### src/rtl/muldiv_unit_pkg.sv
// Shared op codes, FSM state encoding and step-mode type for the multiply/divide unit.
package muldiv_unit_pkg;

   localparam logic [2:0] MDU_OP_NONE  = 3'd0;
   localparam logic [2:0] MDU_OP_MULT  = 3'd1;
   localparam logic [2:0] MDU_OP_MULTU = 3'd2;
   localparam logic [2:0] MDU_OP_DIV   = 3'd3;
   localparam logic [2:0] MDU_OP_DIVU  = 3'd4;
   localparam logic [2:0] MDU_OP_MTHI  = 3'd5;
   localparam logic [2:0] MDU_OP_MTLO  = 3'd6;

   typedef enum logic [1:0] {
      MDU_ST_IDLE = 2'd0,
      MDU_ST_MUL  = 2'd1,
      MDU_ST_DIV  = 2'd2,
      MDU_ST_FIX  = 2'd3
   } mdu_state_e;

   typedef enum logic {
      STEP_MUL = 1'b0,
      STEP_DIV = 1'b1
   } step_mode_e;

   function automatic logic is_signed_op(input logic [2:0] op);
      return (op == MDU_OP_MULT) || (op == MDU_OP_DIV);
   endfunction

endpackage

### src/rtl/muldiv_step.sv
// One iteration of the MDU datapath: a shift-add multiply step or a restoring divide step.
module muldiv_step
   import muldiv_unit_pkg::*;
#(
   parameter int WIDTH = 32
) (
   input  logic [2*WIDTH-1:0] acc,
   input  logic [WIDTH-1:0]   operand,
   input  step_mode_e         mode,
   output logic [2*WIDTH-1:0] acc_next
);

   logic [WIDTH:0] sum;
   logic [WIDTH:0] rem_sh;
   logic [WIDTH:0] diff;

   always_comb begin
      sum      = '0;
      rem_sh   = '0;
      diff     = '0;
      acc_next = acc;
      if (mode == STEP_MUL) begin
         // low half holds the unconsumed multiplier bits; the carry shifts in at the top
         sum      = {1'b0, acc[2*WIDTH-1:WIDTH]} + (acc[0] ? {1'b0, operand} : '0);
         acc_next = {sum, acc[WIDTH-1:1]};
      end else begin
         // diff[WIDTH] is the borrow: set means the trial subtraction must be restored
         rem_sh = acc[2*WIDTH-1:WIDTH-1];
         diff   = rem_sh - {1'b0, operand};
         if (!diff[WIDTH]) begin
            acc_next = {diff[WIDTH-1:0], acc[WIDTH-2:0], 1'b1};
         end else begin
            acc_next = {rem_sh[WIDTH-1:0], acc[WIDTH-2:0], 1'b0};
         end
      end
   end

endmodule

### src/rtl/muldiv_unit.sv
// Iterative multiply/divide unit owning the HI/LO registers; one result bit per cycle.
//  state | meaning
//  IDLE  | waiting for start; MTHI/MTLO write here
//  MUL   | shift-add iterations, counter counts down to 1
//  DIV   | restoring-division iterations, counter counts down to 1
//  FIX   | apply result signs, write HI/LO
module muldiv_unit
   import muldiv_unit_pkg::*;
#(
   parameter int WIDTH = 32
) (
   input  logic             clk,
   input  logic             rst,
   input  logic             start,
   input  logic [2:0]       op,
   input  logic [WIDTH-1:0] a,
   input  logic [WIDTH-1:0] b,
   input  logic             flush,
   output logic             busy,
   output logic             done,
   output logic [WIDTH-1:0] hi,
   output logic [WIDTH-1:0] lo
);

   localparam int CW = $clog2(WIDTH + 1);

   mdu_state_e         state_q, state_d;
   logic [CW-1:0]      counter_q;
   logic [2*WIDTH-1:0] acc_q, acc_next, prod_fix;
   logic [WIDTH-1:0]   operand_q, hi_q, lo_q;
   logic [WIDTH-1:0]   a_mag, b_mag, fix_hi, fix_lo;
   logic               is_mul_q, neg_lo_q, neg_hi_q, done_q;
   logic               a_neg, b_neg, op_mul, op_div, b_zero, issue;
   logic               step_en, hilo_we, mthi_we, mtlo_we;
   step_mode_e         step_mode;

   always_comb begin
      op_mul = (op == MDU_OP_MULT) || (op == MDU_OP_MULTU);
      op_div = (op == MDU_OP_DIV) || (op == MDU_OP_DIVU);
      b_zero = (b == '0);
      a_neg  = is_signed_op(op) & a[WIDTH-1];
      b_neg  = is_signed_op(op) & b[WIDTH-1];
      a_mag  = a_neg ? -a : a;
      b_mag  = b_neg ? -b : b;
      issue  = (state_q == MDU_ST_IDLE) && start && !flush;
   end

   always_ff @(posedge clk) begin
      if (rst) state_q <= MDU_ST_IDLE;
      else     state_q <= state_d;
   end

   always_comb begin
      state_d = state_q;
      if (flush) begin
         state_d = MDU_ST_IDLE;
      end else begin
         case (state_q)
            MDU_ST_IDLE: begin
               if (start) begin
                  if (op_mul)      state_d = MDU_ST_MUL;
                  else if (op_div) state_d = b_zero ? MDU_ST_FIX : MDU_ST_DIV;
               end
            end
            MDU_ST_MUL: if (counter_q == CW'(1)) state_d = MDU_ST_FIX;
            MDU_ST_DIV: if (counter_q == CW'(1)) state_d = MDU_ST_FIX;
            MDU_ST_FIX: state_d = MDU_ST_IDLE;
            default:    state_d = MDU_ST_IDLE;
         endcase
      end
   end

   always_comb begin
      step_en   = !flush && ((state_q == MDU_ST_MUL) || (state_q == MDU_ST_DIV));
      hilo_we   = !flush && (state_q == MDU_ST_FIX);
      mthi_we   = issue && (op == MDU_OP_MTHI);
      mtlo_we   = issue && (op == MDU_OP_MTLO);
      step_mode = is_mul_q ? STEP_MUL : STEP_DIV;
   end

   muldiv_step #(.WIDTH(WIDTH)) u_step (
      .acc      (acc_q),
      .operand  (operand_q),
      .mode     (step_mode),
      .acc_next (acc_next)
   );

   // product is negated as one 2*WIDTH value; quotient and remainder carry separate signs
   always_comb begin
      prod_fix = neg_lo_q ? -acc_q : acc_q;
      if (is_mul_q) begin
         fix_hi = prod_fix[2*WIDTH-1:WIDTH];
         fix_lo = prod_fix[WIDTH-1:0];
      end else begin
         fix_hi = neg_hi_q ? -acc_q[2*WIDTH-1:WIDTH] : acc_q[2*WIDTH-1:WIDTH];
         fix_lo = neg_lo_q ? -acc_q[WIDTH-1:0] : acc_q[WIDTH-1:0];
      end
   end

   always_ff @(posedge clk) begin
      if (rst) begin
         counter_q <= '0;
         acc_q     <= '0;
         operand_q <= '0;
         is_mul_q  <= 1'b0;
         neg_lo_q  <= 1'b0;
         neg_hi_q  <= 1'b0;
         hi_q      <= '0;
         lo_q      <= '0;
         done_q    <= 1'b0;
      end else begin
         if (issue && op_mul) begin
            operand_q <= a_mag;
            acc_q     <= {{WIDTH{1'b0}}, b_mag};
            is_mul_q  <= 1'b1;
            neg_lo_q  <= a_neg ^ b_neg;
            neg_hi_q  <= a_neg ^ b_neg;
            counter_q <= CW'(WIDTH);
         end else if (issue && op_div && b_zero) begin
            // divide-by-zero result is staged unsigned and written straight from FIX
            operand_q <= b;
            acc_q     <= {a, {WIDTH{1'b1}}};
            is_mul_q  <= 1'b0;
            neg_lo_q  <= 1'b0;
            neg_hi_q  <= 1'b0;
            counter_q <= '0;
         end else if (issue && op_div) begin
            operand_q <= b_mag;
            acc_q     <= {{WIDTH{1'b0}}, a_mag};
            is_mul_q  <= 1'b0;
            neg_lo_q  <= a_neg ^ b_neg;
            neg_hi_q  <= a_neg;
            counter_q <= CW'(WIDTH);
         end else if (step_en) begin
            acc_q     <= acc_next;
            counter_q <= counter_q - CW'(1);
         end

         if (hilo_we) begin
            hi_q <= fix_hi;
            lo_q <= fix_lo;
         end else begin
            if (mthi_we) hi_q <= a;
            if (mtlo_we) lo_q <= a;
         end
         done_q <= hilo_we;
      end
   end

   assign busy = (state_q != MDU_ST_IDLE);
   assign done = done_q;
   assign hi   = hi_q;
   assign lo   = lo_q;

endmodule

### config.mk
export PLATFORM = sky130hd
export DESIGN_NAME = muldiv_unit
export DESIGN_NICKNAME = d
export VERILOG_FILES = /design/src/rtl/muldiv_unit_pkg.sv /design/src/rtl/muldiv_step.sv /design/src/rtl/muldiv_unit.sv
export SDC_FILE = /design/constraint.sdc
export NUM_CORES = 1
export LEC_CHECK = 0
export BUFFER_PORTS_ARGS = -buffer_cell sky130_fd_sc_hd__clkbuf_2
export CORE_ASPECT_RATIO = 0.7
export CORE_MARGIN = 4
export CORE_UTILIZATION = 35
export CTS_CLUSTER_SIZE = 12
export DETAILED_ROUTE_END_ITERATION = 8
export SLEW_MARGIN = 20
export SYNTH_ARGS = -nofsm -noshare
export SYNTH_HDL_FRONTEND = slang
export SYNTH_SLANG_ARGS = --single-unit
### constraint.sdc
create_clock -name clk -period 7.3 [get_ports clk]
set_input_delay 1.46 -clock clk [delete_from_list [all_inputs] [get_ports clk]]
set_output_delay 1.46 -clock clk [all_outputs]
set_load 0.1 [all_outputs]
==> metrics list <==
- Cell Area, Synth: 15100 µm²
* Number of antenna violations at the first check in global routing: 1
* Count of synthesis-stage warnings from yosys: 0
- Measured along the x axis, the die boundary spans 257 µm.
* Post-Place Worst Slack: 2.25 ns
* Signal arrival time at the worst endpoint: 5.08 ns
- Startpoint Class: input port
* Register area share after synthesis: 22.8%
- The total area inside the core boundary comes to 42500 µm².
* Library cells used by synthesis: 82
- The filler cells instantiated in the layout total 4418.
- Top achievable clock speed: 211 MHz
- Clock latency on the worst-skew pair, taken at its later pin, is 0.47 ns.
- IR analysis of the VDD net gives a maximum drop of 0.187 mV.
- Weighted congestion at the end of routability-driven global placement: 1.04
* Synth-to-Final Area Change: 10.7%
- Total Power: 0.00359 W
* CP endpoint kind: flop
- The worst hold path belongs to the class reg2reg.
- Die area: 46700 µm²
* Routed Wire Length: 59.0 mm
- The worst register-to-register path has a setup slack of 2.57 ns.
* CTS tree: done
- Setup slack after layout: 2.55 ns
* Setup Crit Path Kind: in2reg
- Setup TNS Final: 0 ns
- The slowest stage of the critical path belongs to the cell sky130_fd_sc_hd__nor3b_1.
- Of all nets on the critical path, the largest fanout is 28.
- Area used by sequential logic in the layout: 3440 µm²
- The post-route netlist has 12.0% of its cells at a drive strength greater than 1.
- Flip-flop and latch count after synthesis: 172
- In this run, synthesis inferred 0 flip-flops with an integrated enable.
- After technology mapping, the gate count stands at 2024.
- CTS HTree Levels: 4
- Entering global routing, the biggest net connects 78 pins.
- Ports placed on the boundary: 137
- The number of placed instances, taps included, is 2592.
* Average vias per placed instance: 6.10
- After layout, the worst path uses 65.0% of the clock period.
- Setup repair after global routing left no endpoint under its margin.
* PortBufs: 136
* Buffers from clock root to sink, at most: 2
* Effective utilization at floorplan: 35.6%
- Number of max-slew violations in the final report: 0
- For this run, the slowest stage of the critical path takes 0.49 ns.
- In this run the post-CTS setup repair buffer count came out at 0.
* Count of vias placed by the detailed router: 16003
- Cell at the root of the clock tree: sky130_fd_sc_hd__clkbuf_16
- Summing all multi-input logic gate instances after layout gives 10800 µm².
- First-pass GRT wire length: 89.4 mm
* Overall die height: 182 µm
- Filler-free cell count of the finished design: 2623
* CTS clk-pin slew, worst paths: 0.07 ns
- For this block, the initial DRC count from the detailed router was 1951.
- All-Layer GR Usage: 24.2%
- Counting flops with an async set or reset pin after synthesis yields a share of 0%.
- Final Hold Fails: 0
- Broken down by cell family, the worst path's largest delay share belongs to simple AND/OR/NAND/NOR gates.
* Leakage: 6.57 nW
- Clock sinks: 172
- Number of buffers and inverters on the critical path: 3
- Average wire length per cell after detail routing: 22.5 µm
- At the worst endpoint, the required time is 7.63 ns.
- Max-cap viol count: 0
* First-pass detailed-route iteration total: 6
- The tightest hold path in the finished design has a slack of 0.457 ns.
* Count of antenna-violating nets left after detailed routing: 0
- Average cell area after synthesis: 7.48 µm²
* Final net count: 2205
- Number of global-route vias before repair: 14488
- Hold repair after CTS inserted 0 buffers.
* Commonest register cell after synthesis: sky130_fd_sc_hd__dfxtp_1
- Number of buffers created by CTS: 17
- Minimum clock period after layout: 4.75 ns
* Final setup viols: 0
- The clock arrives with 0.0165 ns of skew.
- Post-CTS sizing: 0
- Cell Rows: 63
- Critical path cell sequence: clkbuf_2, or3_1, nor3b_1, and2_1, nand4_1, nor4_4, buf_4, and2_1, buf_4, nor2_1, nand2_1, a21oi_1, a2111oi_0
* Status: finished, final reports clean
- Net count after synthesis: 2170
- Post-detailed-route DRC marker count: 0
* Detailed Place HPWL: 44.0 mm
- Worst slew margin relative to its limit: 25.3%
- For the pin with the worst max-slew slack, the measured transition is 1.11 ns.
* Power density over cell area: 214 nW/µm²
* Global-route congestion overflow total: 0
==> worst min-delay path: stages (launching register included) <==
cell and delay, ns:
sky130_fd_sc_hd__dfxtp_1 0.31, sky130_fd_sc_hd__nand2_1 0.05, sky130_fd_sc_hd__a21oi_1 0.05
==> metrics by stage <==
step / instance area, µm² / utilization, %
6_report: 16700 / 39.4
4_1_cts: 16700 / 39.4
5_1_grt: 16700 / 39.4
3_3_place_gp: 16100 / 37.9
3_5_place_dp: 16100 / 37.9
2_1_floorplan: 15100 / -
==> cell type report <==
type,count,area share [%]
diodes,1,0.0149
clock buffers,20,2.79
clock inverters,10,1.11
inverters,69,1.55
multi-input cells,1640,64.7
flip-flops and latches,172,20.6
well taps,552,4.12
repair buffers,159,5.11
==> logic make-up after synthesis <==
logic type / count (synthesis) / synth area share (%)
buffers and inverters: 212 / 5.92
adder cells (fa/ha/maj): 75 / 6.30
AND/OR/NAND/NOR: 621 / 18.9
XOR/XNOR: 181 / 10.5
flip-flops: 172 / 22.8
multiplexers: 120 / 8.10
AO/OA/AOI/OAI: 643 / 27.5
==> path summary, 6_finish.rpt <==
| path | from | endpoint | cells after the start |
|---|---|---|---|
| worst max register to register | acc_q[0] | acc_q[63] | 14 |
| worst max-delay path | b[2] | acc_q[14] | 13 |
| worst min-delay path | operand_q[19] | operand_q[19] | 2 |
| worst min register to register | operand_q[19] | operand_q[19] | 2 |
==> metal layers <==
layer | up-vias | GRT usage (%) | wire length [µm]
li1 | 7449 | - | -
met3 | 69 | 4.99 | 5340
met2 | 777 | 36.0 | 24700
met5 | - | 0 | 0
met4 | 0 | 5.23 | 1170
met1 | 7708 | 36.0 | 27900
==> layout by cell type (no fill, tap or decap), types with 19 or more instances in the layout <==
cell	instances
sky130_fd_sc_hd__a221oi_1	21
sky130_fd_sc_hd__mux2_2	19
sky130_fd_sc_hd__xnor2_1	118
sky130_fd_sc_hd__o21ai_0	124
sky130_fd_sc_hd__mux2i_1	101
sky130_fd_sc_hd__nand3_1	19
sky130_fd_sc_hd__xor2_1	62
sky130_fd_sc_hd__buf_4	24
sky130_fd_sc_hd__nor3_1	46
sky130_fd_sc_hd__nand2b_1	22
sky130_fd_sc_hd__nand2_1	166
sky130_fd_sc_hd__o211ai_1	20
sky130_fd_sc_hd__a21o_1	25
sky130_fd_sc_hd__a211oi_1	82
sky130_fd_sc_hd__dfxtp_1	171
sky130_fd_sc_hd__nor2_1	244
sky130_fd_sc_hd__inv_1	69
sky130_fd_sc_hd__clkbuf_2	135
sky130_fd_sc_hd__a31oi_1	30
sky130_fd_sc_hd__o31ai_1	21
sky130_fd_sc_hd__ha_1	73
sky130_fd_sc_hd__a22oi_1	23
sky130_fd_sc_hd__a21oi_1	182
==> registers in the layout, indices dropped and copies added, names as in the netlist <==
| name | cells |
|---|---|
| operand_q | 32 |
| is_mul_q | 1 |
| state_q | 2 |
| counter_q | 6 |
| hi | 32 |
| neg_hi_q | 1 |
| done | 1 |
| neg_lo_q | 1 |
| acc_q | 64 |
| lo | 32 |
==> synth_stat cells (9+ instances only) <==
master | count | area, µm²
sky130_fd_sc_hd__a2111oi_0 | 12 | 105
sky130_fd_sc_hd__a211oi_1 | 82 | 616
sky130_fd_sc_hd__a21o_1 | 25 | 188
sky130_fd_sc_hd__a21oi_1 | 182 | 911
sky130_fd_sc_hd__a221oi_1 | 21 | 184
sky130_fd_sc_hd__a22oi_1 | 23 | 173
sky130_fd_sc_hd__a31oi_1 | 30 | 188
sky130_fd_sc_hd__and2_1 | 11 | 68.8
sky130_fd_sc_hd__buf_1 | 13 | 48.8
sky130_fd_sc_hd__clkbuf_1 | 115 | 432
sky130_fd_sc_hd__dfxtp_1 | 172 | 3440
sky130_fd_sc_hd__ha_1 | 73 | 913
sky130_fd_sc_hd__inv_1 | 69 | 259
sky130_fd_sc_hd__mux2_2 | 19 | 214
sky130_fd_sc_hd__mux2i_1 | 101 | 1010
sky130_fd_sc_hd__nand2_1 | 167 | 627
sky130_fd_sc_hd__nand2b_1 | 23 | 144
sky130_fd_sc_hd__nand3_1 | 19 | 95.1
sky130_fd_sc_hd__nand4_1 | 14 | 87.6
sky130_fd_sc_hd__nor2_1 | 248 | 931
sky130_fd_sc_hd__nor2b_1 | 17 | 106
sky130_fd_sc_hd__nor3_1 | 46 | 230
sky130_fd_sc_hd__nor4_1 | 15 | 93.8
sky130_fd_sc_hd__o211ai_1 | 20 | 150
sky130_fd_sc_hd__o21a_1 | 9 | 67.6
sky130_fd_sc_hd__o21ai_0 | 125 | 626
sky130_fd_sc_hd__o22ai_1 | 15 | 93.8
sky130_fd_sc_hd__o31ai_1 | 21 | 158
sky130_fd_sc_hd__o41ai_1 | 16 | 140
sky130_fd_sc_hd__or3_1 | 12 | 75.1
sky130_fd_sc_hd__or4_1 | 10 | 75.1
sky130_fd_sc_hd__xnor2_1 | 119 | 1040
sky130_fd_sc_hd__xor2_1 | 62 | 543
==> power breakdown <==
part / leakage [nW] / switching [W] / internal (W)
Combinational: 4.85 / 0.000914 / 0.000552
Clock: 0.323 / 0.000433 / 0.000633
Sequential: 1.39 / 0.0000751 / 0.000982
Total: 6.57 / 0.00142 / 0.00217
Note: power is estimated with default switching activity, not from simulation.
